--- src/rtl/mem_pkg.sv ---
// Shared defaults and state type for the memory responder and its storage array.
package mem_pkg;

  localparam int DEFAULT_ADDR_W = 5;
  localparam int DEFAULT_DATA_W = 8;
  localparam int DEFAULT_DEPTH  = 2 ** DEFAULT_ADDR_W;
  localparam logic [DEFAULT_DATA_W-1:0] DEFAULT_INIT_VAL = '0;

  typedef enum logic {
    INIT,
    RUN
  } state_t;

  function automatic logic [7:0] sat_inc(input logic [7:0] value);
    return (value == 8'hFF) ? value : value + 8'd1;
  endfunction

endpackage

--- src/rtl/mem_array.sv ---
// Single-port synchronous word array with one write enable and a registered,
// read-enabled output that resets to a fixed value.
module mem_array #(
  parameter int ADDR_W = 5,
  parameter int DATA_W = 8,
  parameter logic [DATA_W-1:0] RST_VAL = '0
) (
  input  logic              clk,
  input  logic              rst_n,
  input  logic              we,
  input  logic              re,
  input  logic [ADDR_W-1:0] addr,
  input  logic [DATA_W-1:0] wdata,
  output logic [DATA_W-1:0] rdata
);

  logic [DATA_W-1:0] mem [2**ADDR_W];

  // Contents are never reset directly; the owner sweeps them during its init phase.
  always_ff @(posedge clk) begin
    if (we) begin
      mem[addr] <= wdata;
    end
  end

  always_ff @(posedge clk) begin
    if (!rst_n) begin
      rdata <= RST_VAL;
    end else if (re) begin
      rdata <= mem[addr];
    end
  end

endmodule

--- src/rtl/mem_responder.sv ---
// Memory responder: clears its array after reset, then serves single reads or
// writes per cycle, rejecting simultaneous read+write with a conflict pulse.
module mem_responder
  import mem_pkg::*;
#(
  parameter int ADDR_W = DEFAULT_ADDR_W,
  parameter int DATA_W = DEFAULT_DATA_W,
  parameter logic [DATA_W-1:0] INIT_VAL = DEFAULT_INIT_VAL
) (
  input  logic              clk,
  input  logic              rst_n,
  input  logic              read,
  input  logic              write,
  input  logic [ADDR_W-1:0] addr,
  input  logic [DATA_W-1:0] data_in,
  output logic [DATA_W-1:0] data_out,
  output logic              ready,
  output logic              conflict,
  output logic [7:0]        wr_count,
  output logic [7:0]        rd_count
);

  localparam int DEPTH = 2 ** ADDR_W;
  localparam logic [ADDR_W-1:0] LAST_WORD = ADDR_W'(DEPTH - 1);

  state_t            state, next_state;
  logic [ADDR_W-1:0] ptr, next_ptr;
  logic              mem_we, mem_re;
  logic [ADDR_W-1:0] mem_addr;
  logic [DATA_W-1:0] mem_wdata;
  logic              next_conflict;
  logic              wr_inc, rd_inc;

  always_ff @(posedge clk) begin
    if (!rst_n) begin
      state    <= INIT;
      ptr      <= '0;
      ready    <= 1'b0;
      conflict <= 1'b0;
      wr_count <= 8'd0;
      rd_count <= 8'd0;
    end else begin
      state    <= next_state;
      ptr      <= next_ptr;
      ready    <= (next_state == RUN);
      conflict <= next_conflict;
      if (wr_inc) begin
        wr_count <= sat_inc(wr_count);
      end
      if (rd_inc) begin
        rd_count <= sat_inc(rd_count);
      end
    end
  end

  // Array port is owned by the init sweep in INIT and by the request ports in RUN.
  always_comb begin
    next_state    = state;
    next_ptr      = ptr;
    mem_we        = 1'b0;
    mem_re        = 1'b0;
    mem_addr      = addr;
    mem_wdata     = data_in;
    next_conflict = 1'b0;
    wr_inc        = 1'b0;
    rd_inc        = 1'b0;
    if (rst_n) begin
      case (state)
        INIT: begin
          mem_we    = 1'b1;
          mem_addr  = ptr;
          mem_wdata = INIT_VAL;
          next_ptr  = ptr + ADDR_W'(1);
          if (ptr == LAST_WORD) begin
            next_state = RUN;
          end
        end
        RUN: begin
          if (read && write) begin
            next_conflict = 1'b1;
          end else if (write) begin
            mem_we = 1'b1;
            wr_inc = 1'b1;
          end else if (read) begin
            mem_re = 1'b1;
            rd_inc = 1'b1;
          end
        end
        default: begin
          next_state = INIT;
          next_ptr   = '0;
        end
      endcase
    end
  end

  mem_array #(
    .ADDR_W (ADDR_W),
    .DATA_W (DATA_W),
    .RST_VAL(INIT_VAL)
  ) u_mem_array (
    .clk  (clk),
    .rst_n(rst_n),
    .we   (mem_we),
    .re   (mem_re),
    .addr (mem_addr),
    .wdata(mem_wdata),
    .rdata(data_out)
  );

endmodule

--- config.mk ---
export PLATFORM = sky130hd
export DESIGN_NAME = mem_responder
export DESIGN_NICKNAME = d
export VERILOG_FILES = /design/src/rtl/mem_pkg.sv /design/src/rtl/mem_array.sv /design/src/rtl/mem_responder.sv
export SDC_FILE = /design/constraint.sdc
export NUM_CORES = 1
export LEC_CHECK = 0
export ABC_AREA = 1
export CAP_MARGIN = 10
export CORE_MARGIN = 5
export CORE_UTILIZATION = 55
export DETAILED_ROUTE_END_ITERATION = 8
export PLACE_DENSITY = 0.76
export SLEW_MARGIN = 20
export SYNTH_ARGS = -nofsm -noshare
export SYNTH_HDL_FRONTEND = slang
export SYNTH_SLANG_ARGS = --single-unit
--- constraint.sdc ---
create_clock -name clk -period 6.2 [get_ports clk]
set_clock_uncertainty 0.1 [all_clocks]
set_input_delay 0.93 -clock clk [delete_from_list [all_inputs] [get_ports clk]]
set_output_delay 0.93 -clock clk [all_outputs]
set_load 0.05 [all_outputs]
==> results of run 1 <==
==> sequential cells by signal, summed over array words and instances (netlist names) <==
signal,cells
wr_count,8
u_mem_array.rdata,8
ptr,5
state,1
rd_count,8
conflict,1
u_mem_array.mem,256
==> metal layers <==
metal	track usage (%)	vias up	wire length [µm]
li1	-	4342	-
met1	30.55	4335	11780
met2	40.10	427	15340
met3	4.006	107	2278
met4	8.608	0	1209
met5	0	-	0
==> per-stage QoR <==
step                utilization [%]  hold slack (ns)  cell area (µm²)  instances  setup WS, ns
floorplan                         -           0.4022            12570       1294         3.430
global placement              58.82           0.3837            13280       1578         1.316
detailed placement            58.82           0.3926            13280       1578         1.250
CTS                           63.19           0.4011            14260       1630         1.861
global route                  63.19           0.4255            14260       1630         1.567
finish                        63.19           0.4014            14260       1630         1.803
==> worst max-delay path: stages <==
cell and delay [ns]:
clkdlybuf4s50_1 0.85, nand2_2 0.39, nand2_1 0.21, o21ai_4 0.24
inv_2 0.44, nand4_1 0.47, buf_4 0.32, nor2_1 0.62
==> report_power, final <==
group	leakage [nW]	internal (mW)	switching, mW
logic	2.73	0.0919	0.265
registers	2.60	2.13	0.00755
clock network	0.477	1.08	0.724
total	5.81	3.30	0.998
==> logic make-up after synthesis <==
| family | count (synthesis) |
|---|---|
| simple gates | 844 |
| flops | 287 |
| buf+inv | 122 |
| compound gates | 30 |
| xor+xnor | 7 |
| fa+ha+maj | 4 |
==> path summary, 6_finish.rpt <==
kind / start / slack [ns] / depth (start not counted) / endpoint
min: wr_count[3] / 0.40 / 2 / wr_count[3]
max reg2reg: state / 2.70 / 6 / u_mem_array.mem[25][0]
max: rst_n / 1.80 / 8 / u_mem_array.mem[22][7]
min reg2reg: wr_count[3] / 0.40 / 2 / wr_count[3]
==> placed cells by master, fill, tap and decap left out, types with 6 or more instances in the layout <==
cell type,instances
nand2_1,584
edfxtp_1,256
nand3_1,151
nor2_1,72
inv_1,57
clkdlybuf4s50_1,42
dfxtp_1,31
clkbuf_16,29
buf_4,16
a21oi_1,15
nor2_2,8
o21ai_0,8
nor3_1,7
clkbuf_1,6
==> cell type report <==
class | instances | area share (%)
clock buffer | 36 | 5.342
inverter | 62 | 1.632
multi-input combinational | 885 | 26.77
sequential | 287 | 58.25
timing repair buffer | 59 | 3.930
clock inverter | 16 | 1.579
tap | 285 | 2.500
==> results.toml, run 1 <==
[status]
status = "complete, but fails checks"
violations = "DRC"

[sta]
hold_viol = 0
worst_pin_slew_ns = 0.8972
fmax_ghz = 0.2274
setup_viol = 0
setup_tns_ns = 0
relSlewSlack_pct = 40.19
fin_crit_ns = 4.397
period_share_pct = 70.93
rsz0062_at_grt = "no"
slew_viol_final = 0

[routing]
viasPerCell = 5.651
wire_per_inst_um = 18.78
wirelength_um = 30610
first_pass_iters = 9
vias = 9211
drc_errors = 1
drtIter0Drc = 984
ant_nets = 0

[synthesis]
yosys.area_share.simple_pct = 27.56
yosys.area.top_type_share_pct = 61.14
ys_types = 28
synth_ff_type = "edfxtp_1"
synth_most_common_cell = "nand2_1"
syn_avg_cell_area_um2 = 9.717
synth.top_cells.by_area = "edfxtp_1, nand2_1, nand3_1"
synth_compound_area_share_pct = 1.503
synth_edf_count = 256
synthAdderAreaFrac_pct = 0.3980
synth_commonest_cells = "nand2_1, edfxtp_1, nand3_1"
syn_inst = 1294
muxShareOfSynthArea_pct = 0
async_flop_share_pct = 0
ys_ff_latch = 287
synth_area_mm2 = 0.01257
ys_seq_area_share_pct = 66.08
synth_area_leader_cell = "edfxtp_1"
syn-num-nets = 1315
yosysWarnings = 0
synthXorXnorAreaFrac_pct = 0.4876
synth_top_family_by_area = "simple AND/OR/NAND/NOR gates"

[critical_path]
path_max_fanout = 29
critical_path_arrival_ns = 4.48
critPathKind = "input pin to flop"
cp.required_ns = 6.28
endpoint_kind = "flop"
start_kind = "input pin"

[global_routing]
grt_pass1_wl_um = 48290
grt_pass1_vias = 9003
grt_overflow = 0
grt_max_degree = 131
grt_util_all_layers_pct = 23.50
grt_antenna_before_repair = 0

[power_and_ir_drop]
power_mw = 4.301
power_density_mw_per_mm2 = 301.6
leakage_nw = 5.806
irDropWorstVdd_uv = 311.6

[finish]
nets = 1345
drive_gt1_share_pct = 6.468
register_area_mm2 = 0.008308
diodes = 0
multi_input_area_mm2 = 0.003819
area_delta_synth_final_pct = 13.44
fill_cells = 1768

[clock_network]
cts_max_path_buffers = 3
cts_root_buf = "clkbuf_16"
cts_tree = "yes"
post_cts_buffers = 0
clock_latency_ns = 0.56
cts_hold_buffers = 0
clk_pin_slew_ns = 0.06
numCtsBuffers = 29
clock_sinks = 287
cts_resized = 0
h-tree-depth = 1

[floorplanning]
die_area_mm2 = 0.02598
ioPinCount = 43
rows = 55
coreArea_mm2 = 0.02257
start_util_pct = 55.70
dieHeight_um = 161.2
fp.dieW_um = 161.2

[placed_design]
globalplace.congestion = 0.8584
dp_hpwl_um = 17770
portBuffers = 42

[job]
cap_violations = 0

[hold_path]
hold_path.class = "flop to flop"
Note: power is estimated with default switching activity, not from simulation.
==> inputs of run 2 (changes only) <==
==> constraint.sdc (replaced) <==
create_clock -name clk -period 4.27 [get_ports clk]
set_clock_uncertainty 0.1 [all_clocks]
set_input_delay 0.6405 -clock clk [delete_from_list [all_inputs] [get_ports clk]]
set_output_delay 0.6405 -clock clk [all_outputs]
set_load 0.05 [all_outputs]
==> run 2 against run 1 <==
  * The flow now finishes without violations
  * Cell area increased by 1.1%
  * Clock power increased by 37%
  * Sequential share of layout area decreased by 0.61 points
  * Combinational power increased by 47%
  * Sequential power increased by 45%
  * First-iteration DRC count increased by 1.4%
  * Critical path type unchanged
  * Critical endpoint is now u_mem_array.mem[20][6]
  * Highest routed layer unchanged
==> results.toml, run 2 (synthesized netlist as in run 1, its figures left out) <==
[status]
status = "finished, final reports clean"

[finish]
area_delta_synth_final_pct = 14.64
largest_register = "u_mem_array.mem"
register_area_mm2 = 0.008308
layout_commonest_cell = "nand2_1"
nets = 1367
final_cells = 1653
multi_input_area_mm2 = 0.003819
diodes = 0
drive_gt1_share_pct = 7.968
fill_cells = 1761
final_cell_mix = "nand2_1, edfxtp_1, nand3_1"
final_core_util_pct = 63.86
largest_reg_flops = 256

[floorplanning]
rows = 55
coreArea_mm2 = 0.02257
ioPinCount = 43
dieHeight_um = 161.2
fp.dieW_um = 161.2
start_util_pct = 55.70
die_area_mm2 = 0.02598

[clock_network]
h-tree-depth = 1
cts_hold_buffers = 0
clk_pin_slew_ns = 0.06
clock_latency_ns = 0.55
cts_resized = 0
numCtsBuffers = 28
cts_tree = "yes"
cts_max_path_buffers = 3
post_cts_buffers = 0
cts_root_buf = "clkbuf_16"
clock_sinks = 287

[sta]
setup_tns_ns = 0
relSlewSlack_pct = 47.53
period_share_pct = 78.78
rsz0062_at_grt = "no"
worst_slack_ns = 0.9061
worst_pin_slew_ns = 0.7842
hold_viol = 0
fin_crit_ns = 3.364
setup_viol = 0
fmax_ghz = 0.2973
slew_viol_final = 0

[critical_path]
endpoint_kind = "flop"
cp_cell_sequence = "clkdlybuf4s50_1, nand2_2, o21ai_4, nand4_1, nor2_1"
path_max_fanout = 20
critical_path_arrival_ns = 3.45
crit_slowest_cell = "nor2_1"
critPathKind = "input pin to flop"
slowest_delay_ns = 0.75
start_kind = "input pin"
cp.required_ns = 4.36

[power_and_ir_drop]
irDropWorstVdd_uv = 357.0
leakage_nw = 5.918
power_density_mw_per_mm2 = 423.6

[hold_path]
hold_path.class = "flop to flop"

[placed_design]
dp_slack_ns = 0.3655
globalplace.congestion = 0.8979
dp_hpwl_um = 17570
portBuffers = 42
dp.cells = 1601

[global_routing]
grt_pass1_vias = 8594
grt_antenna_before_repair = 0
grt_max_degree = 108
grt_util_all_layers_pct = 22.28
grt_pass1_wl_um = 46110
grt_overflow = 0

[routing]
wire_per_inst_um = 17.69
ant_nets = 0
vias = 9083
wirelength_um = 29250
drtIter0Drc = 998
drc_errors = 0
first_pass_iters = 6
viasPerCell = 5.495

[job]
cap_violations = 0
-- run 2: cell types whose count changed in the layout (fill, tap and decap cells not counted), moves of 2 or more --
cell	previous run	this run
buf_12	1	3
buf_4	16	37
clkinv_1	5	7
clkinv_2	4	6
-- run 2: path summary, 6_finish.rpt --
kind | from | endpoint | slack (ns) | cells past startpoint
max | rst_n | u_mem_array.mem[20][6] | 0.91 | 5
min | wr_count[3] | wr_count[3] | 0.40 | 2
max reg2reg | state | u_mem_array.mem[20][6] | 1.04 | 5
min reg2reg | wr_count[3] | wr_count[3] | 0.40 | 2
-- run 2: critical path, delay by kind of cell --
kind            cells  cell delay [ns]
simple gates        3             1.70
buf+inv             1             0.51
compound gates      1             0.59
-- run 2: through the flow --
step	power (mW)	instance area [µm²]	hold WS, ns
after floorplan	3.501	12570	0.4022
after global placement	3.670	13470	0.3896
after detailed placement	3.679	13470	0.3884
after CTS	6.128	14410	0.4047
after global routing	6.315	14410	0.4464
final	6.105	14410	0.4034
-- run 2: layer usage --
layer	up-vias	share of wire, %	GRT usage [%]
li1	4378	-	-
met1	4278	40	30.44
met2	366	50	38.24
met3	61	8.0	3.164
met4	0	2.3	5.390
met5	-	0	0
-- run 2: where the power goes --
group / total, mW / internal [mW] / switching, mW
clock: 2.48 / 1.45 / 1.02
combinational: 0.525 / 0.145 / 0.380
sequential: 3.10 / 3.09 / 0.0107
total: 6.11 / 4.69 / 1.42
-- run 2: layout make-up --
| type | count | area share, % |
|---|---|---|
| Tap cell | 285 | 2.474 |
| Multi-Input combinational cell | 885 | 26.49 |
| Clock buffer | 33 | 4.991 |
| Sequential cell | 287 | 57.64 |
| Timing Repair Buffer | 82 | 5.260 |
| Clock inverter | 19 | 1.528 |
| Inverter | 62 | 1.615 |
==> patch, RTL diff (config.mk and constraints of run 2) <==
Set the package constant `DEFAULT_ADDR_W` to 4 (it was 5).
--- a/src/rtl/mem_pkg.sv
+++ b/src/rtl/mem_pkg.sv
@@ -2,5 +2,5 @@
 package mem_pkg;
 
-  localparam int DEFAULT_ADDR_W = 5;
+  localparam int DEFAULT_ADDR_W = 4;
   localparam int DEFAULT_DATA_W = 8;
   localparam int DEFAULT_DEPTH  = 2 ** DEFAULT_ADDR_W;
Ports: changed (resized addr); port bits go from 43 to 42. No check against the original RTL was run, so the function may have changed too.
==> patch against run 2 <==
- setup slack improved by 340 ps
- largest power group unchanged
- power decreased by 43%
- sequential cell count decreased by 129
- routed wire length decreased by 42%
- count of clock-buffer cells in the layout decreased by 15
- final area decreased by 44%
- die area decreased by 43%
- synthesized area decreased by 45%
==> patch: results <==
# TYPE chip_impl_metric gauge
chip_impl_metric{name="placement.setup.worst_slack",unit="ps"} 858
chip_impl_metric{name="clkLatencyLatePin",unit="ps"} 430
chip_impl_metric{name="largest_driver_fanout_on_the_critical_path",unit=""} 34
chip_impl_metric{name="drt_pre_antenna_iters",unit=""} 5
chip_impl_metric{name="placement.io_buffers",unit=""} 41
chip_impl_metric{name="initial_core_util",unit=""} 0.566
chip_impl_metric{name="worst_ir_drop_vdd",unit="V"} 0.000376
chip_impl_metric{name="tritoncts.num_buffers",unit=""} 17
chip_impl_metric{name="postPlaceCellArea",unit="um^2"} 7450
chip_impl_info{name="netlist_top_cells_count",value="294 x nand2_1, 128 x edfxtp_1, 83 x nand3_1"} 1
chip_impl_metric{name="largest_net_degree_at_the_start_of_global_routing",unit=""} 57
chip_impl_metric{name="drive_gt1_frac",unit=""} 0.0760
chip_impl_metric{name="grt_pass1_vias",unit=""} 4914
chip_impl_metric{name="slew_headroom",unit=""} 0.363
chip_impl_metric{name="non_filler_instance_count_after_layout",unit=""} 944
chip_impl_metric{name="p_leak",unit="nW"} 3.24
chip_impl_info{name="netlist_top_cells_area",value="edfxtp_1 56%, nand2_1 16%, dfxtp_1 8.7%, nand3_1 6.0%, nor2_1 3.0%"} 1
chip_impl_metric{name="final_nets",unit=""} 785
chip_impl_metric{name="worstHoldPathCells",unit=""} 1
chip_impl_metric{name="synthesized_nets",unit=""} 743
chip_impl_info{name="outcome",value="complete, no violations"} 1
chip_impl_metric{name="wire_length_of_the_first_global_routing_pass",unit="um"} 26500
chip_impl_metric{name="postSynthCellCount",unit=""} 724
chip_impl_metric{name="r2r_slack",unit="ps"} 1470
chip_impl_metric{name="hold_worst_slack",unit="ps"} 409
chip_impl_metric{name="cp.arrival",unit="ps"} 2980
chip_impl_metric{name="routabilityCongestion",unit=""} 0.901
[patch: logic make-up (layout without fill, tap and decap cells)]
logic type,after synthesis,after routing,share of synthesized area
and+or+nand+nor,452,452,0.270
DFF,158,158,0.646
buffers and inverters,71,123,0.0453
AOI/OAI and AO/OA,38,38,0.0311
adders and majority gates,3,3,0.00546
xor gates and xnor gates,2,2,0.00255
[patch: critical path, stage by stage]
cell	delay (ps)
clkdlybuf4s50_1	500
nand2_2	140
nand2_1	140
o21ai_4	70
inv_2	420
nand4_1	360
nor2_1	680
[patch: final cells by class]
cell class | instances | area share
inverters | 40 | 0.0188
flip-flops and latches | 158 | 0.555
clock buffers | 18 | 0.0536
well taps | 168 | 0.0263
repair buffers | 54 | 0.0634
multi-input cells | 495 | 0.267
clock inverters | 11 | 0.0158
[patch: metal layers]
metal	wire length, um	GRT usage	vias to the layer above	share of wire
met5	0	0	-	0
met4	449	0.0889	0	0.027
met3	1240	0.0576	39	0.073
met2	7940	0.376	244	0.47
met1	7210	0.322	2468	0.43
li1	-	-	2484	-
[patch: worst paths after layout]
kind          startpoint               endpoint
min reg2reg  rd_count[6]            rd_count[6]
min          rd_count[6]            rd_count[6]
max                rst_n  u_mem_array.mem[2][7]
max reg2reg        state  u_mem_array.mem[2][7]
[patch: power by group]
part           internal, mW  switching [mW]  leakage, nW
sequential             1.69         0.00845         1.42
combinational        0.0831           0.215         1.55
clock                 0.895           0.556        0.277
